==> config.mk <==
export PLATFORM = sky130hd
export DESIGN_NAME = uart_rx_fifo
export DESIGN_NICKNAME = d
export VERILOG_FILES = /design/src/rtl/uart_rx_fifo.sv
export SDC_FILE = /design/constraint.sdc
export NUM_CORES = 1
export LEC_CHECK = 0
export CAP_MARGIN = 30
export CORE_UTILIZATION = 50
export DETAILED_ROUTE_END_ITERATION = 10
export MAX_ROUTING_LAYER = met4
export PLACE_DENSITY = 0.75
export SYNTH_ARGS = -nofsm -noshare
export SYNTH_HDL_FRONTEND = slang
export SYNTH_SLANG_ARGS = --single-unit
==> constraint.sdc <==
create_clock -name clk -period 3.72 [get_ports clk]
set_clock_uncertainty 0.2 [all_clocks]
set_input_delay 0.744 -clock clk [delete_from_list [all_inputs] [get_ports clk]]
set_output_delay 0.744 -clock clk [all_outputs]
set_load 0.1 [all_outputs]
==> src/rtl/uart_rx_fifo.sv <==
// uart_rx_fifo: receive buffer between the UART receiver and the host.
//   Captures one byte per rising edge of recv_valid into a circular FIFO,
//   lets the host pop bytes with a 1-cycle read latency, and reports
//   level/empty/full plus a sticky overrun flag for bytes dropped while full.
//
// Optional feature macro: UART_RX_FIFO_BREAK_FILTER_EN
//   defined   : BREAK strobes set break_seen and are not stored
//   undefined : BREAK bytes are stored like data, break_seen tied to 0
//
// Ports:
//   clk, resetn             clock, synchronous active-low reset
//   recv_valid/data/break   receiver byte interface (level-valid)
//   rd_en                   host pop request
//   clr_overrun             clears the sticky overrun flag
//   rd_data, rd_valid       popped byte and its 1-cycle valid pulse
//   empty, full, level      fill status (registered)
//   overrun, break_seen     sticky status flags
module uart_rx_fifo #(
  parameter int unsigned DEPTH = 16,
  parameter int unsigned AW    = 4
) (
  input  logic          clk,
  input  logic          resetn,
  input  logic          recv_valid,
  input  logic [7:0]    recv_data,
  input  logic          recv_break,
  input  logic          rd_en,
  input  logic          clr_overrun,
  output logic [7:0]    rd_data,
  output logic          rd_valid,
  output logic          empty,
  output logic          full,
  output logic [AW:0]   level,
  output logic          overrun,
  output logic          break_seen
);

  localparam int unsigned LW = AW + 1;

  logic [7:0]    mem [DEPTH];

  logic [AW-1:0] wr_ptr_q, wr_ptr_d;
  logic [AW-1:0] rd_ptr_q, rd_ptr_d;
  logic [LW-1:0] level_q, level_d;
  logic          empty_q, empty_d;
  logic          full_q, full_d;
  logic          valid_q, valid_d;
  logic          rd_valid_q, rd_valid_d;
  logic [7:0]    rd_data_q, rd_data_d;
  logic          overrun_q, overrun_d;
  logic          break_seen_q, break_seen_d;

  logic          wr_stb_c;
  logic          wr_req_c;
  logic          brk_set_c;
  logic          rd_acc_c;
  logic          wr_acc_c;
  logic          ovr_set_c;

  // Strobe and accept qualification
  always_comb begin
    wr_stb_c  = recv_valid & ~valid_q;
`ifdef UART_RX_FIFO_BREAK_FILTER_EN
    // BREAK strobes are diverted to the flag and never compete for a slot
    brk_set_c = wr_stb_c & recv_break;
    wr_req_c  = wr_stb_c & ~recv_break;
`else
    brk_set_c = 1'b0;
    wr_req_c  = wr_stb_c;
`endif
    rd_acc_c  = rd_en & ~empty_q;
    // A concurrent pop frees a slot even when full
    wr_acc_c  = wr_req_c & (~full_q | rd_acc_c);
    ovr_set_c = wr_req_c & full_q & ~rd_acc_c;
  end

`ifndef UART_RX_FIFO_BREAK_FILTER_EN
  logic unused_recv_break;
  assign unused_recv_break = recv_break;
`endif

  // Next-state logic
  always_comb begin
    valid_d      = recv_valid;
    wr_ptr_d     = wr_ptr_q;
    rd_ptr_d     = rd_ptr_q;
    rd_data_d    = rd_data_q;
    rd_valid_d   = rd_acc_c;

    if (wr_acc_c) wr_ptr_d = wr_ptr_q + AW'(1);
    if (rd_acc_c) begin
      rd_ptr_d  = rd_ptr_q + AW'(1);
      rd_data_d = mem[rd_ptr_q];
    end

    level_d      = level_q + LW'(wr_acc_c) - LW'(rd_acc_c);
    empty_d      = (level_d == '0);
    full_d       = (level_d == LW'(DEPTH));

    // Set wins over a coincident clear
    overrun_d    = ovr_set_c | (overrun_q & ~clr_overrun);

`ifdef UART_RX_FIFO_BREAK_FILTER_EN
    break_seen_d = brk_set_c | (break_seen_q & ~(rd_en & empty_q));
`else
    break_seen_d = 1'b0;
`endif
  end

  // State registers
  always_ff @(posedge clk) begin
    if (!resetn) begin
      wr_ptr_q     <= '0;
      rd_ptr_q     <= '0;
      level_q      <= '0;
      empty_q      <= 1'b1;
      full_q       <= 1'b0;
      valid_q      <= 1'b0;
      rd_valid_q   <= 1'b0;
      rd_data_q    <= 8'h00;
      overrun_q    <= 1'b0;
      break_seen_q <= 1'b0;
    end else begin
      wr_ptr_q     <= wr_ptr_d;
      rd_ptr_q     <= rd_ptr_d;
      level_q      <= level_d;
      empty_q      <= empty_d;
      full_q       <= full_d;
      valid_q      <= valid_d;
      rd_valid_q   <= rd_valid_d;
      rd_data_q    <= rd_data_d;
      overrun_q    <= overrun_d;
      break_seen_q <= break_seen_d;
    end
  end

  // Storage array; contents need no reset since pointers define validity
  always_ff @(posedge clk) begin
    if (resetn && wr_acc_c) mem[wr_ptr_q] <= recv_data;
  end

  assign rd_data    = rd_data_q;
  assign rd_valid   = rd_valid_q;
  assign empty      = empty_q;
  assign full       = full_q;
  assign level      = level_q;
  assign overrun    = overrun_q;
  assign break_seen = break_seen_q;

endmodule

======== Yosys cells after proc, flatten, opt, wreduce, memory -nomap -nowiden ========
Memory sizes are Yosys's and may differ from the RTL's. A register that Yosys moved wholly into a read port is not among the register bits.
Cells that the tools add are included.
storage, ports and cells
  output and inout port bits .............. 18
  input port bits ......................... 14
  memories ................................ 1
  bits in writable memories ............... 128
  logic and storage cells ................. 32
  register bits after elaboration ......... 18
memory list
  name  depth  width  read ports  clocked after Yosys merged registers in  write ports  line  text
  mem   16     8      1           1                                        1            40    logic [7:0] mem [DEPTH];
operators by class
  bitwise operators ....................... 13
  eq/ne operators ......................... 1
  $add $sub $neg .......................... 4
  mux-type cells .......................... 2
  reductions and logical operators ........ 3
operators with widths
  kind                   count
  $add A4 B1 Y4 const B  2
  $and A1 B1 Y1          6
  $add A5 B1 Y5          1
  $eq A5 B5 Y1 const B   1
  $logic_not A5 Y1       1
  $not A1 Y1             5
  $sub A5 B1 Y5          1
  $mux W1                2
  $or A1 B1 Y1           2
  $logic_and A1 B1 Y1    1
  $logic_not A1 Y1       1

======== Longest topological paths before layout ========
  depth in word-level cells ............... 7
  gate-level depth with buffers ........... 13
  depth with buffers taken out ............ 12

======== Worst setup path after synthesis ========
No wires, ideal clock.
  kind .................................... reg2reg
  start ................................... register empty_q (netlist: empty)
  end ..................................... register full_q (netlist: full)
  slack ................................... 258 ps
  stages on the path, launching flop included .. 13
  path buffers ............................ 1
  arrival time ............................ 3158 ps
  required time ........................... 3417 ps
  period minus slack after synthesis ...... 3462 ps
  library setup time ...................... 103 ps
  cells stage by stage .................... dfxtp_1 > nand2b_1 > buf_2 > a21oi_2 > inv_1 > ha_1 > inv_1 > ha_1 > inv_1 > fa_1 > xnor2_1 > or3b_1 > a2111oi_2
on the way
  word-level cells in the longest chain between the ends .. 7
RTL lines
  element                 line  text
  from (decl)             45    logic empty_q, empty_d;
  from (signal assigned)  127   empty_q <= empty_d;
  $not A1 Y1 *            71    rd_acc_c = rd_en & ~empty_q;
  $and A1 B1 Y1 *         71
  $or A1 B1 Y1            73    wr_acc_c = wr_req_c & (~full_q | rd_acc_c);
  $and A1 B1 Y1           73
  $add A5 B1 Y5           96    level_d = level_q + LW'(wr_acc_c) - LW'(rd_acc_c);
  $sub A5 B1 Y5 *         96
  $eq A5 B5 Y1 *          98    full_d = (level_d == LW'(DEPTH));
  to (signal assigned)    128   full_q <= full_d;
  to (decl)               46    logic full_q, full_d;
Mark *: on every way between the ends. The rest lies on a longest branch, timed or not.
A chain may end at the register's enable or synchronous reset.

======== Final worst setup path ========
  start ................................... input port recv_valid
  end ..................................... register full_q (netlist: full)
on the way
  word-level cells in the longest chain between the ends .. 5
RTL lines
  element        line  text
  from (decl)    24    input logic recv_valid,
  $and A1 B1 Y1  62    wr_stb_c = recv_valid & ~valid_q;
  $and A1 B1 Y1  73
  $add A5 B1 Y5  96
  $sub A5 B1 Y5  96
  $eq A5 B5 Y1   98
No other way between the ends.

==> flow_summary.ini <==
[route]
drcViolationCount = 0
first_iter_violations = 323
dr.pass1.iters = 4
route.vias.total = 3471
ant_nets = 0
routed_wl_mm = 11.64
wl_per_cell_um = 19.02
vias_per_cell = 5.672

[clock_tree]
insertion_delay_ns = 0.42
cts.sinks = 154
cts_buffer_depth = 2
post_cts.repair.setup_buffers = 0
cts.repair.resized = 0
htreeDepth = 4
numCtsBuffers = 17
postCtsHoldBufs = 0
cts_tree = built
clk_pin_slew_ns = 0.06
root_buffer = clkbuf_16

[placed_design]
placedInstanceArea_um2 = 6699
portBuffers = 29
place_hpwl_mm = 7.273
place_congestion = 0.7639

[sta]
hold_viol = 0
timing.final.crit_share_pct = 86.82
worst_slew_pin_slew_ns = 0.9719
drv_slew = 0
slew_headroom_pct = 35.00
period_minus_slack_ns = 3.230
setup_tns_ns = 0
setup_viol = 0
rsz0062_at_grt = no
max_freq_mhz = 309.6

[pwr]
switchingPower_uw = 1411
pwr_density_cell_nw_per_um2 = 652.7
switching_share_pct = 29.52
leakagePower_uw = 0.002382
intPower_uw = 3370
seq_power_share_pct = 41.9
pwr-share-comb_pct = 20.6
clkPwrFrac_pct = 37.5
ir_worst_vdd_mv = 0.5955

[final_layout]
antenna_cells = 0
area_delta_synth_final_pct = 19.03
layout.nets = 477
drive_gt1_share_pct = 14.19
stdcell_area_um2 = 7326
fillers = 908

[critical_path]
crit_buf_inv = 4
r2r_start = empty
cp_cell_sequence = clkdlybuf4s50_1, nand2b_1, a21oi_2, inv_1, ha_1, inv_1, ha_1, inv_1, fa_1, xnor2_1, or3b_1, a2111oi_2
cp.depth = 12
startpoint = recv_valid
start_kind = input pin
cpMaxStageDelayCell = clkdlybuf4s50_1
rr_worst_depth = 11
critPathKind = in2reg
worst_ep_required_time_ns = 3.83
cp_max_fo = 3
setup.worst_path.end_class = register
cp_top_family = adder cells
arrival_ns = 3.34
slowest_delay_ns = 0.48
crit_top_cell = inv_1

[die]
io_pins = 32
start_util_pct = 51.24
die_h_um = 112.9
core_area_um2 = 12010
rows = 40
design.die.area_um2 = 12760
die_x_um = 112.9

[hold_path]
hold_start = rd_data[4]
hp-class = reg2reg
min_delay_path_depth = 2

[synthesis]
ys_ff_latch = 154
synth_seq_area_share_pct = 70.91
avgSynthCellArea_um2 = 15.35
synthesis.nets = 426
ys_warn_count = 0
netlist-cell-type-count = 41
syn_area_um2 = 6155
syn_inst = 401

[global_route]
grt_overflow = 0
grt_pass1_wl_mm = 18.40
grt_use_total_pct = 20.54
grt_max_degree = 46
grt_pass1_vias = 3537
antenna_found_initial = 0

[job]
maxCapViolCount = 0

[status]
status = complete, no violations
-- synth_stat cells --
cell / number / area [um^2]
buf_2: 13 / 65.06
and2_1: 5 / 31.28
nor2_1: 27 / 101.4
nor3_2: 1 / 10.01
and3_1: 1 / 6.260
nand3b_1: 2 / 15.01
nand3_1: 24 / 120.1
dfxtp_1: 26 / 520.5
mux2i_1: 59 / 590.6
a32oi_1: 1 / 8.760
o41ai_1: 1 / 8.760
a22oi_1: 28 / 210.2
a211oi_1: 1 / 7.510
or3b_1: 1 / 8.760
buf_4: 1 / 7.510
inv_2: 1 / 3.750
o21a_1: 2 / 15.01
o21ai_1: 1 / 5.000
nor2b_1: 2 / 12.51
a2111oi_2: 1 / 15.01
or3_4: 1 / 11.26
fa_1: 1 / 20.02
nand2_1: 17 / 63.81
nor3_1: 1 / 5.000
ha_1: 10 / 125.1
conb_1: 1 / 3.750
a21o_1: 1 / 7.510
nand2b_1: 4 / 25.02
clkbuf_1: 5 / 18.77
and2b_1: 2 / 15.01
edfxtp_1: 128 / 3844
mux2_2: 1 / 11.26
a21oi_1: 4 / 20.02
nand4_1: 1 / 6.260
xor2_1: 4 / 35.03
a21oi_2: 1 / 8.760
xnor2_1: 5 / 43.79
inv_1: 11 / 41.29
mux4_2: 3 / 67.56
o211ai_2: 1 / 12.51
or3_1: 1 / 6.260
-- power by group through the flow --
stage	sequential (uW)	clock, uW	combinational, uW
floorplan	2360	0	408
finish	2000	1800	983
global placement	2040	0	950
global route	2010	1890	1050
detailed placement	2040	0	981
CTS	2000	1810	985
-- worst paths after layout --
kind	endpoint	slack, ns
hold / removal	rd_data[4]	0.26
setup reg to reg	full	0.85
hold reg to reg	rd_data[4]	0.26
setup / recovery	full	0.49
-- cell usage in the layout (no fill, tap or decap), types with 3 or more instances in the layout --
master             n
xor2_1             4
inv_1             11
and2_1             5
clkbuf_16         17
clkdlybuf4s50_1   26
bufinv_16          4
a21oi_1            4
dfxtp_1           25
nand3_1           24
mux2i_1           59
buf_4             25
clkinv_4           4
clkinvlp_4         4
nand2_1           17
xnor2_1            5
ha_1              10
a22oi_1           28
mux4_2             3
edfxtp_1         128
nor2_1            27
nand2b_1           4
-- cell families after synthesis --
group | Yosys count | synth area share [%]
AOI/OAI and AO/OA | 42 | 5.184
adders and majority gates | 11 | 2.358
muxes | 63 | 10.88
other | 1 | 0.06093
and+or+nand+nor | 90 | 7.115
xor gates and xnor gates | 9 | 1.281
buffers and inverters | 31 | 2.216
DFF | 154 | 70.91
-- sequential cells by signal (all words and copies together) (netlist names) --
register	flops
full	1
wr_ptr_q	4
rd_ptr_q	4
rd_data	8
level	5
empty	1
overrun	1
mem	128
rd_valid	1
valid_q	1
-- per-stage QoR --
step	worst slack (ns)	power [uW]	util [%]	hold slack, ns	instances
after floorplan	0.2582	2764	-	0.3122	401
after global placement	0.1510	2985	55.77	0.2364	580
after detailed placement	0.03397	3020	55.77	0.2501	580
after CTS	0.4950	4804	60.99	0.2636	612
after global routing	0.3286	4948	60.99	0.2950	612
final	0.4903	4781	60.99	0.2608	612
-- routing by layer --
metal  up-vias  wire, um  GRT usage, %
met3        15       582         4.178
met1      1753      4940         25.12
met5         -         0             -
met2        89      5944         33.46
met4         0       174         8.860
li1       1614         -             -
-- worst reg2reg max path, stage by stage, from the launching register on --
cell	delay (ns)
dfxtp_1	0.34
nand2b_1	0.15
buf_4	0.16
inv_2	0.04
ha_1	0.28
inv_1	0.05
ha_1	0.15
inv_1	0.06
fa_1	0.41
xnor2_1	0.16
or3b_1	0.40
a2111oi_2	0.36
-- area by class of cell --
cell class                 instances  area [um^2]  area share (%)
inverter                          12        45.04          0.6149
multi-input combinational        216         1654           22.58
timing repair buffer              51        447.9           6.114
tap                              147        183.9           2.511
sequential                       154         4368           59.62
clock inverter                    14        197.7           2.699
clock buffer                      18        429.2           5.858
No activity file was read; power rests on OpenSTA's default activity.
